--- config.mk ---
export PLATFORM = sky130hd
export DESIGN_NAME = clkdivn_sync
export DESIGN_NICKNAME = d
export VERILOG_FILES = /design/src/rtl/clkdivn_sync_pkg.sv /design/src/rtl/clkdivn_sync_resp_fifo.sv /design/src/rtl/clkdivn_sync.sv
export SDC_FILE = /design/constraint.sdc
export NUM_CORES = 1
export LEC_CHECK = 0
export CAP_MARGIN = 20
export CORE_AREA = 3 3 171 132
export CTS_CLUSTER_SIZE = 40
export DETAILED_ROUTE_END_ITERATION = 6
export DIE_AREA = 0 0 174 135
export PLACE_DENSITY = 0.84
export SYNTH_ARGS = -nofsm -noshare
export SYNTH_HDL_FRONTEND = slang
export SYNTH_SLANG_ARGS = --single-unit
--- constraint.sdc ---
create_clock -name clk -period 11.1 [get_ports clk]
set_clock_uncertainty 0.2 [all_clocks]
set_input_delay 1.11 -clock clk [delete_from_list [all_inputs] [get_ports clk]]
set_output_delay 1.11 -clock clk [all_outputs]
set_load 0.005 [all_outputs]
--- src/rtl/clkdivn_sync_pkg.sv ---
// Shared types for the clkdivn_sync clock-ratio bridge.
//   cmd_t           PHY command encoding
//   pkt_t           PHY/data-handler packet word
//   cfr_*_t         configuration words, with their reset values cfr_*_init
//   DIV_MAX         largest supported fast:slow clock ratio
package clkdivn_sync_pkg;

  localparam int DIV_MAX = 8;

  typedef enum logic [2:0] {
    NOP1 = 3'd0,
    RD   = 3'd1,
    WR   = 3'd2,
    CONF = 3'd3,
    REFR = 3'd4
  } cmd_t;

  typedef logic [15:0] pkt_t;
  typedef logic [3:0]  cfr_mode_t;
  typedef logic [7:0]  cfr_time_t;
  typedef logic [3:0]  cfr_schd_t;

  localparam cfr_mode_t cfr_mode_init = 4'h1;
  localparam cfr_time_t cfr_time_init = 8'h10;
  localparam cfr_schd_t cfr_schd_init = 4'h2;

endpackage

--- src/rtl/clkdivn_sync_resp_fifo.sv ---
// sync_resp_fifo: single-clock response queue for the fast->slow path.
//   clk, rst        fast clock, async active-high reset (empties the queue)
//   push, din       write request / data; ignored when full unless popping
//   pop, dout       read request / head of queue (valid while !empty)
//   empty, full     status flags
//   level           occupancy, 0..DEPTH
module sync_resp_fifo
  import clkdivn_sync_pkg::*;
#(
  parameter int WIDTH = 49,
  parameter int DEPTH = 4
) (
  input  logic                     clk,
  input  logic                     rst,
  input  logic                     push,
  input  logic                     pop,
  input  logic [WIDTH-1:0]         din,
  output logic [WIDTH-1:0]         dout,
  output logic                     empty,
  output logic                     full,
  output logic [$clog2(DEPTH):0]   level
);

  localparam int AW = $clog2(DEPTH);

  logic [AW:0]      wr_ptr, rd_ptr;
  logic [WIDTH-1:0] mem [DEPTH];
  logic             wr_en, rd_en;

  // Extra MSB on the pointers distinguishes full from empty on wrap.
  assign empty = (wr_ptr == rd_ptr);
  assign full  = (wr_ptr[AW] != rd_ptr[AW]) && (wr_ptr[AW-1:0] == rd_ptr[AW-1:0]);
  assign level = wr_ptr - rd_ptr;
  assign dout  = mem[rd_ptr[AW-1:0]];

  // A simultaneous pop frees the head slot, so a push on full is still accepted.
  assign wr_en = push & (~full | pop);
  assign rd_en = pop & ~empty;

  always_ff @(posedge clk or posedge rst) begin
    if (rst) begin
      wr_ptr <= '0;
      rd_ptr <= '0;
    end else begin
      if (wr_en) wr_ptr <= wr_ptr + 1'b1;
      if (rd_en) rd_ptr <= rd_ptr + 1'b1;
    end
  end

  always_ff @(posedge clk) begin
    if (wr_en) mem[wr_ptr[AW-1:0]] <= din;
  end

endmodule

--- src/rtl/clkdivn_sync.sv ---
// clkdivn_sync: bridge between the slow PHY clock domain and the fast core
// clock clk (integer ratio DIV:1, phase-aligned).
//   clk, rst, resync          fast clock, async active-high reset, phase re-acquire pulse
//   cal_done..cfr_schd_p      slow-domain PHY inputs
//   *_sync                    fast-domain copies; commands issued for one fast cycle
//   intf_*_dh, temp_*_dh      fast-domain responses / temperature from the data handler
//   intf_*, temp_*            PHY-side copies, updated once per slow period
//   locked, resp_ovf, resp_level  phase lock, sticky drop flag, queue occupancy
module clkdivn_sync
  import clkdivn_sync_pkg::*;
#(
  parameter int DIV        = 2,
  parameter int FIFO_DEPTH = 4
) (
  input  logic                          clk,
  input  logic                          rst,
  input  logic                          resync,
  input  logic                          cal_done,
  input  logic                          ck_en,
  input  logic                          wck_en,
  input  logic                          pkt_valid,
  input  cmd_t                          cmd,
  input  pkt_t                          pkt,
  input  cfr_mode_t                     cfr_mode_p,
  input  cfr_time_t                     cfr_time_p,
  input  cfr_schd_t                     cfr_schd_p,
  output logic                          cal_done_sync,
  output logic                          ck_en_sync,
  output logic                          wck_en_sync,
  output logic                          pkt_valid_sync,
  output cmd_t                          cmd_sync,
  output pkt_t                          pkt_sync,
  output cfr_mode_t                     cfr_mode_sync,
  output cfr_time_t                     cfr_time_sync,
  output cfr_schd_t                     cfr_schd_sync,
  input  logic                          intf_pkt_valid_dh,
  input  logic                          intf_pkt_retry_dh,
  input  pkt_t                          intf_pkt_dh,
  input  logic [31:0]                   intf_edc_dh,
  input  logic                          temp_valid_dh,
  input  logic [7:0]                    temp_data_dh,
  output logic                          intf_pkt_valid,
  output logic                          intf_pkt_retry,
  output pkt_t                          intf_pkt,
  output logic [31:0]                   intf_edc,
  output logic                          temp_valid,
  output logic [7:0]                    temp_data,
  output logic                          locked,
  output logic                          resp_ovf,
  output logic [$clog2(FIFO_DEPTH):0]   resp_level
);

  localparam int PH_W = $clog2(DIV_MAX);
  localparam logic [PH_W-1:0] PH_LAST = PH_W'(DIV - 1);
  localparam int EW = 1 + $bits(pkt_t) + 32;

  logic [PH_W-1:0] ph;
  logic            cap;
  logic            first_q;
  logic            valid_buf;
  cmd_t            cmd_buf;
  logic            issue;

  logic            pend;
  logic [7:0]      tdat;

  logic            f_empty, f_full, f_pop;
  logic [EW-1:0]   f_din, f_dout;

  // Phase tracker: lock on first command, cap marks the last fast cycle of each slow period.
  always_ff @(posedge clk or posedge rst) begin
    if (rst) begin
      locked <= 1'b0;
      ph     <= '0;
    end else if (resync) begin
      locked <= 1'b0;
      ph     <= '0;
    end else if (!locked) begin
      if (pkt_valid) begin
        locked <= 1'b1;
        ph     <= '0;
      end
    end else begin
      ph <= (ph == PH_LAST) ? '0 : ph + 1'b1;
    end
  end

  assign cap = locked && (ph == PH_LAST);

  // Slow->fast capture buffers.
  always_ff @(posedge clk or posedge rst) begin
    if (rst) begin
      cal_done_sync <= 1'b0;
      ck_en_sync    <= 1'b0;
      wck_en_sync   <= 1'b0;
      pkt_sync      <= '0;
      cfr_mode_sync <= cfr_mode_init;
      cfr_time_sync <= cfr_time_init;
      cfr_schd_sync <= cfr_schd_init;
      valid_buf     <= 1'b0;
      cmd_buf       <= NOP1;
      first_q       <= 1'b0;
    end else begin
      first_q <= cap;
      if (cap) begin
        cal_done_sync <= cal_done;
        ck_en_sync    <= ck_en;
        wck_en_sync   <= wck_en;
        pkt_sync      <= pkt;
        cfr_mode_sync <= cfr_mode_p;
        cfr_time_sync <= cfr_time_p;
        cfr_schd_sync <= cfr_schd_p;
        valid_buf     <= pkt_valid;
        cmd_buf       <= cmd;
      end
    end
  end

  // Normal commands fire once per capture; CONF stays asserted so reset-time
  // configuration logic sees it on every fast cycle.
  assign issue          = first_q || (cmd_buf == CONF);
  assign pkt_valid_sync = issue ? valid_buf : 1'b0;
  assign cmd_sync       = issue ? cmd_buf : NOP1;

  // Fast->slow response queue.
  assign f_din = {intf_pkt_retry_dh, intf_pkt_dh, intf_edc_dh};
  assign f_pop = cap & ~f_empty;

  sync_resp_fifo #(
    .WIDTH (EW),
    .DEPTH (FIFO_DEPTH)
  ) u_fifo (
    .clk   (clk),
    .rst   (rst),
    .push  (intf_pkt_valid_dh),
    .pop   (f_pop),
    .din   (f_din),
    .dout  (f_dout),
    .empty (f_empty),
    .full  (f_full),
    .level (resp_level)
  );

  // PHY-side response registers, temperature slot and overflow flag.
  always_ff @(posedge clk or posedge rst) begin
    if (rst) begin
      intf_pkt_valid <= 1'b0;
      intf_pkt_retry <= 1'b0;
      intf_pkt       <= '0;
      intf_edc       <= '0;
      temp_valid     <= 1'b0;
      temp_data      <= '0;
      pend           <= 1'b0;
      tdat           <= '0;
      resp_ovf       <= 1'b0;
    end else begin
      if (intf_pkt_valid_dh && f_full && !f_pop) resp_ovf <= 1'b1;

      if (temp_valid_dh) tdat <= temp_data_dh;

      if (cap) begin
        intf_pkt_valid <= ~f_empty;
        if (!f_empty) begin
          {intf_pkt_retry, intf_pkt, intf_edc} <= f_dout;
        end else begin
          intf_pkt_retry <= 1'b0;
        end
        // A sample arriving on the capture cycle goes straight through.
        temp_valid <= pend | temp_valid_dh;
        temp_data  <= temp_valid_dh ? temp_data_dh : tdat;
        pend       <= 1'b0;
      end else if (temp_valid_dh) begin
        pend <= 1'b1;
      end
    end
  end

endmodule

Word-level counts from Yosys, hierarchy flattened:

Memories as Yosys holds them, arrays and structs flattened.
Index checks and enable logic that the tools add are counted.

* bits in registers: 119
* RAM bits: 196
* bits of input ports: 101
* output and inout port bits: 103
* word-level logic and storage cells: 64
* memories: 1

* add/sub/neg operators: 4
* eq/ne operators: 5
* muxes and demuxes: 15
* bitwise operators: 7
* reductions and logical operators: 9

Memories
* u_fifo.mem: words 4, width 49, read ports 1, clocked after memory_dff 0, wr ports 1, line clkdivn_sync_resp_fifo.sv:27 `logic [WIDTH-1:0] mem [DEPTH];`

Operators by type and width (count)
* 3-bit two-way mux: 5
* 3-bit by 1-bit adder with 3-bit output, second input constant: 3
* 1-bit two-way mux: 9
* 8-bit two-way mux: 1
* 1-bit logical AND: 4
* 1-bit bitwise AND: 3
* 3-bit by 1-bit == test with 1-bit output, second input constant: 1
* 3-bit by 2-bit == test with 1-bit output, second input constant: 1
* 3-bit == test: 1
* 3-bit nonzero test: 1
* 3-bit subtractor: 1
* 2-bit == test: 1
* 1-bit inverter: 2
* 1-bit OR: 2
* 2-bit AND reduction: 1
* 2-bit nonzero test: 1
* 1-bit logical NOT: 1
* 1-bit logical OR: 1
* 1-bit != test: 1

Logic depth before layout (Yosys ltp):

Gate-level depths: netlist of run 1.

* depth after elaboration: 7
* gate-level depth with buffers: 8
* depth with buffers taken out: 5

Hierarchy:

A second synthesis of run 1 with hierarchy kept.

* cells, all modules: 664
* area total of the unflattened synthesis: 11836.4 sq um

Modules (own cells, without submodules)
* sync_resp_fifo: instances 1, cells an instance 303, area an instance 7524.7 sq um, sequential area each 6035.8 sq um
* clkdivn_sync: instances 1, cells an instance 361, area an instance 4311.6 sq um, sequential area each 2831.5 sq um

Worst setup path before layout of run 1:

OpenSTA, ideal clock, no wires.

* path kind: register to register
* from: reg u_fifo.rd_ptr[1]
* to: mem u_fifo.mem[3][0] (enable)
* setup time: 0.456 ns
* arrival: 3.629 ns
* required time: 10.444 ns
* path slack: 6.815 ns
* cell stages (with the launch flop): 8
* path buffers: 2
* clock period less this slack: 4.285 ns
* path through: dfrtp_1 -> clkbuf_1 -> clkbuf_1 -> inv_1 -> ha_1 -> nand2_1 -> nor3_1 -> nor2_1

* word-level cells in the longest chain between the ends: 7
* elaborated cells between the ends (all ways): 10
* classes of those cells: eq/ne: 2; mux: 2; bitwise: 5; reduce/logical: 1

Ends and longest elaborated chain
* from (decl): line clkdivn_sync_resp_fifo.sv:26 `logic [AW:0] wr_ptr, rd_ptr;`
* from (signal assigned): line clkdivn_sync_resp_fifo.sv:46 `if (rd_en) rd_ptr <= rd_ptr + 1'b1;`
* 3-bit == test or 2-bit == test (tied branches): line clkdivn_sync_resp_fifo.sv:31, clkdivn_sync_resp_fifo.sv:32
* 1-bit inverter or 1-bit logical AND (tied branches): line clkdivn_sync.sv:127, clkdivn_sync_resp_fifo.sv:32
* 1-bit bitwise AND or 1-bit inverter (tied branches): line clkdivn_sync.sv:127, clkdivn_sync_resp_fifo.sv:37
* 1-bit OR (*): line clkdivn_sync_resp_fifo.sv:37 `assign wr_en = push & (~full | pop);`
* 1-bit bitwise AND (*): line clkdivn_sync_resp_fifo.sv:37
* 1-bit two-way mux (*): line clkdivn_sync_resp_fifo.sv:51 `if (wr_en) mem[wr_ptr[AW-1:0]] <= din;`
* 1-bit two-way mux (implied by the code) (*): line clkdivn_sync_resp_fifo.sv:51
* to (decl): line clkdivn_sync_resp_fifo.sv:27

Mark *: on every way between the ends. The rest lies on a longest branch, timed or not.

Worst setup path in the final report of run 1:

* from: reg u_fifo.rd_ptr[0]
* to: out resp_level[2]

* word-level cells in the longest chain between the ends: 1

Ends and longest elaborated chain
* 3-bit subtractor: line clkdivn_sync_resp_fifo.sv:33 `assign level = wr_ptr - rd_ptr;`
* to (decl): line clkdivn_sync.sv:50 `output logic [$clog2(FIFO_DEPTH):0] resp_level`

Every way passes these cells.

==> results of run 1 <==
[state kept, by name, indices dropped and copies added (netlist names), 3 cells and up]
name           cells
u_fifo.mem       196
temp_data          8
u_fifo.wr_ptr      3
cfr_mode_sync      4
u_fifo.rd_ptr      3
cmd_buf            3
cfr_schd_sync      4
cfr_time_sync      8
ph                 3
tdat               8
intf_pkt          16
pkt_sync          16
intf_edc          32
[power breakdown]
| group | switching (uW) | leakage (uW) | internal [uW] | total, uW |
|---|---|---|---|---|
| Combinational | 465 | 0.00188 | 677 | 1140 |
| Clock | 405 | 0.000453 | 567 | 972 |
| Sequential | 160 | 0.00322 | 1590 | 1750 |
| Total | 1030 | 0.00556 | 2840 | 3860 |
[layout by cell type, fill, tap and decap left out, types with 2 or more instances in the layout]
master,netlist,layout
sky130_fd_sc_hd__ha_1,7,7
sky130_fd_sc_hd__inv_1,9,8
sky130_fd_sc_hd__dfrtp_1,116,114
sky130_fd_sc_hd__clkbuf_16,0,29
sky130_fd_sc_hd__clkdlybuf4s50_1,0,203
sky130_fd_sc_hd__edfxtp_1,196,196
sky130_fd_sc_hd__clkinv_2,0,2
sky130_fd_sc_hd__and3_2,0,3
sky130_fd_sc_hd__bufinv_16,0,3
sky130_fd_sc_hd__dfstp_2,3,3
sky130_fd_sc_hd__o21a_1,3,3
sky130_fd_sc_hd__a21oi_1,4,4
sky130_fd_sc_hd__mux4_2,49,49
sky130_fd_sc_hd__buf_4,1,6
sky130_fd_sc_hd__nand2_1,3,3
sky130_fd_sc_hd__clkinv_1,0,5
sky130_fd_sc_hd__buf_12,0,3
sky130_fd_sc_hd__clkbuf_1,7,11
sky130_fd_sc_hd__nor2b_1,4,4
sky130_fd_sc_hd__mux2_4,17,17
sky130_fd_sc_hd__o21ai_0,2,2
sky130_fd_sc_hd__xnor2_1,5,5
sky130_fd_sc_hd__clkbuf_8,0,2
sky130_fd_sc_hd__mux2_2,87,87
sky130_fd_sc_hd__nor2_1,8,7
[cell families after synthesis]
family	Yosys count	share of synthesized area [%]
xor+xnor	6	0.5052
mux	154	19.77
flops	315	74.59
simple gates	24	1.105
buf+inv	34	2.021
fa+ha+maj	8	0.9051
compound gates	18	1.105
[cells in the mapped netlist (2+ instances only)]
cell / n
sky130_fd_sc_hd__edfxtp_1: 196
sky130_fd_sc_hd__and3_1: 3
sky130_fd_sc_hd__mux2_2: 87
sky130_fd_sc_hd__dfstp_2: 3
sky130_fd_sc_hd__o21a_1: 3
sky130_fd_sc_hd__dfrtp_1: 116
sky130_fd_sc_hd__mux2_4: 17
sky130_fd_sc_hd__inv_1: 9
sky130_fd_sc_hd__clkbuf_1: 7
sky130_fd_sc_hd__buf_6: 14
sky130_fd_sc_hd__ha_1: 7
sky130_fd_sc_hd__o21ai_0: 2
sky130_fd_sc_hd__nor2b_1: 4
sky130_fd_sc_hd__nor2_1: 8
sky130_fd_sc_hd__nand2_1: 3
sky130_fd_sc_hd__mux4_2: 49
sky130_fd_sc_hd__a21oi_1: 4
sky130_fd_sc_hd__buf_2: 3
sky130_fd_sc_hd__xnor2_1: 5
[through the flow]
stage | utilization (%) | worst slack, ns | hold slack [ns] | total power (uW)
after detailed placement | 67.67 | 7.222 | 0.2518 | 2914
after global routing | 72.22 | 6.712 | 0.3121 | 4045
after global placement | 67.48 | 7.249 | 0.2561 | 2850
final | 72.22 | 6.887 | 0.2616 | 3865
after CTS | 72.13 | 6.656 | 0.2696 | 3901
after floorplan | - | 6.637 | 0.2471 | 2342
[worst min path at each step]
stage / from / end / slack (ns) / cells after the start
floorplan: pend$_DFFE_PP0P_ / pend$_DFFE_PP0P_ / 0.25 / 2
global placement: resp_ovf$_DFFE_PP0P_ / resp_ovf$_DFFE_PP0P_ / 0.26 / 1
detailed placement: resp_ovf$_DFFE_PP0P_ / resp_ovf$_DFFE_PP0P_ / 0.25 / 1
CTS: resp_ovf$_DFFE_PP0P_ / resp_ovf$_DFFE_PP0P_ / 0.27 / 1
global route: tdat[0]$_DFF_PP0_ / tdat[0]$_DFF_PP0_ / 0.31 / 1
finish: resp_ovf$_DFFE_PP0P_ / resp_ovf$_DFFE_PP0P_ / 0.26 / 1
[final cells by class]
cell class,count,area [um^2]
clock buffer,42,794.5
sequential,315,8872
multi-input combinational,210,2791
inverter,9,36.28
clock inverter,12,138.9
timing repair buffer,212,2137
fill,1238,5819
tap,288,360.3
[per-layer routing]
| layer | track usage, % | part of all wire (%) | vias to the layer above |
|---|---|---|---|
| met5 | 0 | 0.10 | - |
| met4 | 4.107 | 1.9 | 4 |
| met3 | 5.031 | 7.1 | 38 |
| met2 | 34.60 | 48 | 252 |
| met1 | 29.43 | 43 | 3071 |
| li1 | - | - | 2630 |
[worst max-delay path: stages, from the launching register on]
cell,delay (ns)
sky130_fd_sc_hd__dfrtp_4,0.68
sky130_fd_sc_hd__buf_12,0.27
sky130_fd_sc_hd__ha_1,0.24
sky130_fd_sc_hd__fa_1,0.44
sky130_fd_sc_hd__xnor2_1,0.16
sky130_fd_sc_hd__clkdlybuf4s50_1,0.56
==> impl_metrics.tcl, run 1 <==
set metrics [dict create \
    outcome "complete, no violations" \
    vias 5995 \
    synthDominantAreaCellType "sky130_fd_sc_hd__edfxtp_1" \
    hold_viol_final 0 \
    cts_hold_buffers 0 \
    grt_start_max_net_pins 65 \
    drv_slew 0 \
    ant_cells 0 \
    min_path_type "register to register" \
    grt_util_all_layers_pct 21.00 \
    io_buffer_count 203 \
    average_footprint_of_a_synthesized_cell_um2 21.27 \
    die-height_um 135 \
    setup_tns_ns 0 \
    clock_transition_at_path_regs_ns 0.06 \
    clock_latency_ns 0.54 \
    power.ir.vdd_worst_mv 0.1983 \
    finish.net_count 886 \
    post_syn_nets 668 \
    clock_sinks 315 \
    maxSlewHeadroom_pct 38.58 \
    cts_resized 0 \
    layout.cell_area.non_filler_um2 15130 \
    ios 204 \
    synthTopCellsByArea "sky130_fd_sc_hd__edfxtp_1 50%, sky130_fd_sc_hd__dfrtp_1 24%, sky130_fd_sc_hd__mux4_2 9.3%" \
    grt_overflow_total 0 \
    synth_largest_type_area_fraction_pct 49.51 \
    area_growth_pct 27.28 \
    number_of_global_route_vias_before_repair 6376 \
    antenna_found_initial 2 \
    ctsHtreeMaxLevel 1 \
    grt_pass1_wl_um 37980 \
    post_synth_num_cell_types 38 \
    average_detailed_routed_wire_length_per_instance_um 22.51 \
    detail_route.drc_violations 0 \
    gp_congestion 0.8088 \
    ys_async_sr_fraction_pct 37.78 \
    fp.coreArea_um2 20950 \
    worst_setup_path_start_kind "register" \
    clockRootBuffer "sky130_fd_sc_hd__clkbuf_16" \
    reg2reg_to "intf_edc[0]$_DFFE_PP0P_" \
    routed_wl_um 24490 \
    reg2reg_from "u_fifo.rd_ptr[1]$_DFFE_PP0P_" \
    final_period_minus_worst_setup_slack_ns 4.213 \
    floorplan.die.width_um 174 \
    grt_setup_unrepaired "no" \
    reg2regPathDepth 7 \
    path_max_fanout 27 \
    postSynth.topFlopCell "sky130_fd_sc_hd__edfxtp_1" \
    fmax_mhz 237.4 \
    postCtsSetupRepairBufs 0 \
    dp.cells 1033 \
    first_pass_iters 5 \
    drt_first_iter_violations 557 \
    number_of_max_cap_violations 0 \
    ys.warnings.count 0 \
    syn_area_um2 11890 \
    tritoncts_clock_tree "yes" \
    endpoint "resp_level[2]" \
    synth_seq_area_share_pct 74.59 \
    postRouteAntennaNets 0 \
    powerDensity_nw_per_um2 255.4 \
    rows 46 \
    power.leakage_uw 0.005557 \
    initial_util_pct 56.74 \
    finalCritPeriodShare_pct 37.95 \
    drive_gt1_share_pct 26.75 \
    cts_made_buffers 29 \
    crit_start "u_fifo.rd_ptr[0]$_DFFE_PP0P_" \
    critPathRequiredTime_ns 9.79 \
    max-clock-path-buffers 3 \
    critical_path_arrival_ns 2.90 \
    syn_inst 559 \
    fp.dieArea_um2 23490 \
    setup_viol 0 \
    synth_edf_count 196 \
    route.detailed.vias_per_inst 5.510 \
    worstSetupPathType "register to primary output" \
    worst_slew_pin_slew_ns 0.9178 \
    yosys_register_bits 315 \
    postPlaceCellArea_um2 14180 \
    fin_cells 1088 \
    critPathCaptureType "primary output" \
    detailedPlacementHpwl_um 15760 \
    regToRegSetupSlack_ns 7.47 \
]
Power figures use the tool's default switching activity.
==> inputs of run 2 (changes only) <==
--- a/config.mk
+++ b/config.mk
@@ -6,11 +6,11 @@
 export NUM_CORES = 1
 export LEC_CHECK = 0
 export CAP_MARGIN = 20
-export CORE_AREA = 3 3 171 132
+export CORE_AREA = 3 3 177 136
 export CTS_CLUSTER_SIZE = 40
 export DETAILED_ROUTE_END_ITERATION = 6
-export DIE_AREA = 0 0 174 135
-export PLACE_DENSITY = 0.84
+export DIE_AREA = 0 0 180 139
+export PLACE_DENSITY = 0.79
 export SYNTH_ARGS = -nofsm -noshare
 export SYNTH_HDL_FRONTEND = slang
 export SYNTH_SLANG_ARGS = --single-unit
==> constraint.sdc (replaced) <==
create_clock -name clk -period 4.2 [get_ports clk]
set_clock_uncertainty 0.2 [all_clocks]
set_input_delay 0.42 -clock clk [delete_from_list [all_inputs] [get_ports clk]]
set_output_delay 0.42 -clock clk [all_outputs]
set_load 0.005 [all_outputs]
==> impl_metrics.tcl, run 2 (synthesis results as in run 1) <==
set metrics [dict create \
    outcome "complete, no violations" \
    initial_util_pct 52.50 \
    average_detailed_routed_wire_length_per_instance_um 21.47 \
    clock_latency_ns 0.54 \
    slowest_stage "sky130_fd_sc_hd__buf_4" \
    cts_made_buffers 29 \
    tritoncts_clock_tree "yes" \
    power.ir.vdd_worst_mv 0.4956 \
    floorplan.die.width_um 180 \
    layout.cells.most_common_list "203 x sky130_fd_sc_hd__clkdlybuf4s50_1, 196 x sky130_fd_sc_hd__edfxtp_1, 114 x sky130_fd_sc_hd__dfrtp_1" \
    antenna_found_initial 0 \
    ctsHtreeMaxLevel 1 \
    ant_cells 0 \
    nFillCells 1410 \
    routed_wl_um 23700 \
    fp.dieArea_um2 25020 \
    drv_slew 0 \
    worst_setup_path_start_kind "register" \
    setup_viol 0 \
    setup_ws_ns 0.9334 \
    vias 5916 \
    dpl_worst_slack_ns 1.142 \
    busiest_layer "met2" \
    hold-worst-slack_ns 0.2045 \
    grt_start_max_net_pins 61 \
    die-height_um 139 \
    number_of_max_cap_violations 0 \
    crit_path_cell_chain "buf_4 -> fa_1 -> inv_1 -> clkdlybuf4s50_1" \
    power_internal_uw 7727 \
    clock_transition_at_path_regs_ns 0.06 \
    worst_slew_pin_slew_ns 0.8315 \
    postCtsSetupRepairBufs 0 \
    postRouteAntennaNets 0 \
    number_of_global_route_vias_before_repair 6475 \
    critPathRequiredTime_ns 3.58 \
    detail_route.drc_violations 0 \
    max-clock-path-buffers 3 \
    grt_setup_unrepaired "no" \
    cts_hold_buffers 0 \
    area_growth_pct 28.66 \
    cts_resized 0 \
    drt_first_iter_violations 358 \
    powerDensity_nw_per_um2 681.6 \
    critPathCaptureType "primary output" \
    power.leakage_uw 0.005654 \
    finalPower_uw 10420 \
    finalCritPeriodShare_pct 77.78 \
    power.share.combinational_pct 29.3 \
    largest_reg_flops 196 \
    timing.critical_path.slowest_cell_delay_ns 0.59 \
    gp_congestion 0.7615 \
    critical_path_arrival_ns 2.65 \
    finish.net_count 890 \
    grt_util_all_layers_pct 19.10 \
    route.detailed.vias_per_inst 5.359 \
    hold_viol_final 0 \
    gr-usage-met2_pct 30.13 \
    setup_tns_ns 0 \
    power_switching_share_pct 25.87 \
    drive_gt1_share_pct 28.73 \
    final_period_minus_worst_setup_slack_ns 3.267 \
    io_buffer_count 203 \
    p_switching_uw 2697 \
    met1_usage_pct 28.35 \
    reg2reg_from "u_fifo.wr_ptr[0]$_DFFE_PP0P_" \
    detailedPlacementHpwl_um 15540 \
    grt_overflow_total 0 \
    layout.cell_area.non_filler_um2 15290 \
    rows 48 \
    first_pass_iters 4 \
    fp.coreArea_um2 22640 \
    worstSetupPathType "register to primary output" \
    postPlaceCellArea_um2 14210 \
    groute.layer.met3.usage_pct 4.221 \
    maxSlewHeadroom_pct 44.36 \
    power.share.sequential_pct 43.6 \
    layout_commonest_cell "sky130_fd_sc_hd__clkdlybuf4s50_1" \
    grt_pass1_wl_um 37640 \
    pwr-share-clk_pct 27.1 \
    path_max_fanout 52 \
    clockRootBuffer "sky130_fd_sc_hd__clkbuf_16" \
    min_path_type "primary input to asynchronous set/reset pin" \
    fmax_mhz 306.1 \
    clock_sinks 315 \
    ios 204 \
    crit_start "u_fifo.rd_ptr[1]$_DFFE_PP0P_" \
]
## run 2: changes by cell type in the layout (fill, tap and decap cells not counted), sizes merged
cell	change
buf	+4
clkbuf	+1
inv	-1
clkinv	-1
bufinv	+1
## run 2: final timing paths
check,slack (ns),to,cells after the start
max,0.93,resp_level[1],4
min,0.20,pkt_sync[2]$_DFFE_PP0P_,2
max reg2reg,1.14,intf_edc[31]$_DFFE_PP0P_,6
min reg2reg,0.27,resp_ovf$_DFFE_PP0P_,1
max in group asynchronous,2.72,u_fifo.rd_ptr[0]$_DFFE_PP0P_,3
min in group clk,0.27,resp_ovf$_DFFE_PP0P_,1
## run 2: area by class of cell
cell class / instances / area (um^2) / area share (%)
clock inverters: 11 / 161.4 / 1.055
repair buffers: 216 / 2155 / 14.09
clock buffers: 43 / 903.4 / 5.906
flip-flops and latches: 315 / 8872 / 58.01
multi-input cells: 210 / 2791 / 18.25
well taps: 300 / 375.4 / 2.454
inverters: 9 / 36.28 / 0.2372
## run 2: critical path, delay by kind of cell, from the launching register on
| family | cells | cell delay, ns |
|---|---|---|
| adders and majority gates | 1 | 0.54 |
| buffers and inverters | 3 | 1.19 |
| DFF | 1 | 0.35 |
## run 2: stage by stage
step | utilization [%] | std cells
2_1_floorplan | - | 559
3_3_place_gp | 62.76 | 1049
3_5_place_dp | 62.76 | 1049
4_1_cts | 67.46 | 1103
5_1_grt | 67.55 | 1104
6_report | 67.55 | 1104
## run 2: power by group through the flow
stage / combinational, uW / sequential, uW / clock [uW]
after floorplan: 1620 / 4570 / 0
after global placement: 3020 / 4550 / 0
after detailed placement: 3090 / 4610 / 0
after CTS: 3100 / 4560 / 2880
after global routing: 3290 / 4640 / 3020
final: 3050 / 4550 / 2820
## run 2: metal layers
metal  wire, um  vias to the layer above
met5          0                        -
met4        312                        0
met3       1559                       21
met2      11000                      232
met1      10830                     3032
li1           -                     2631
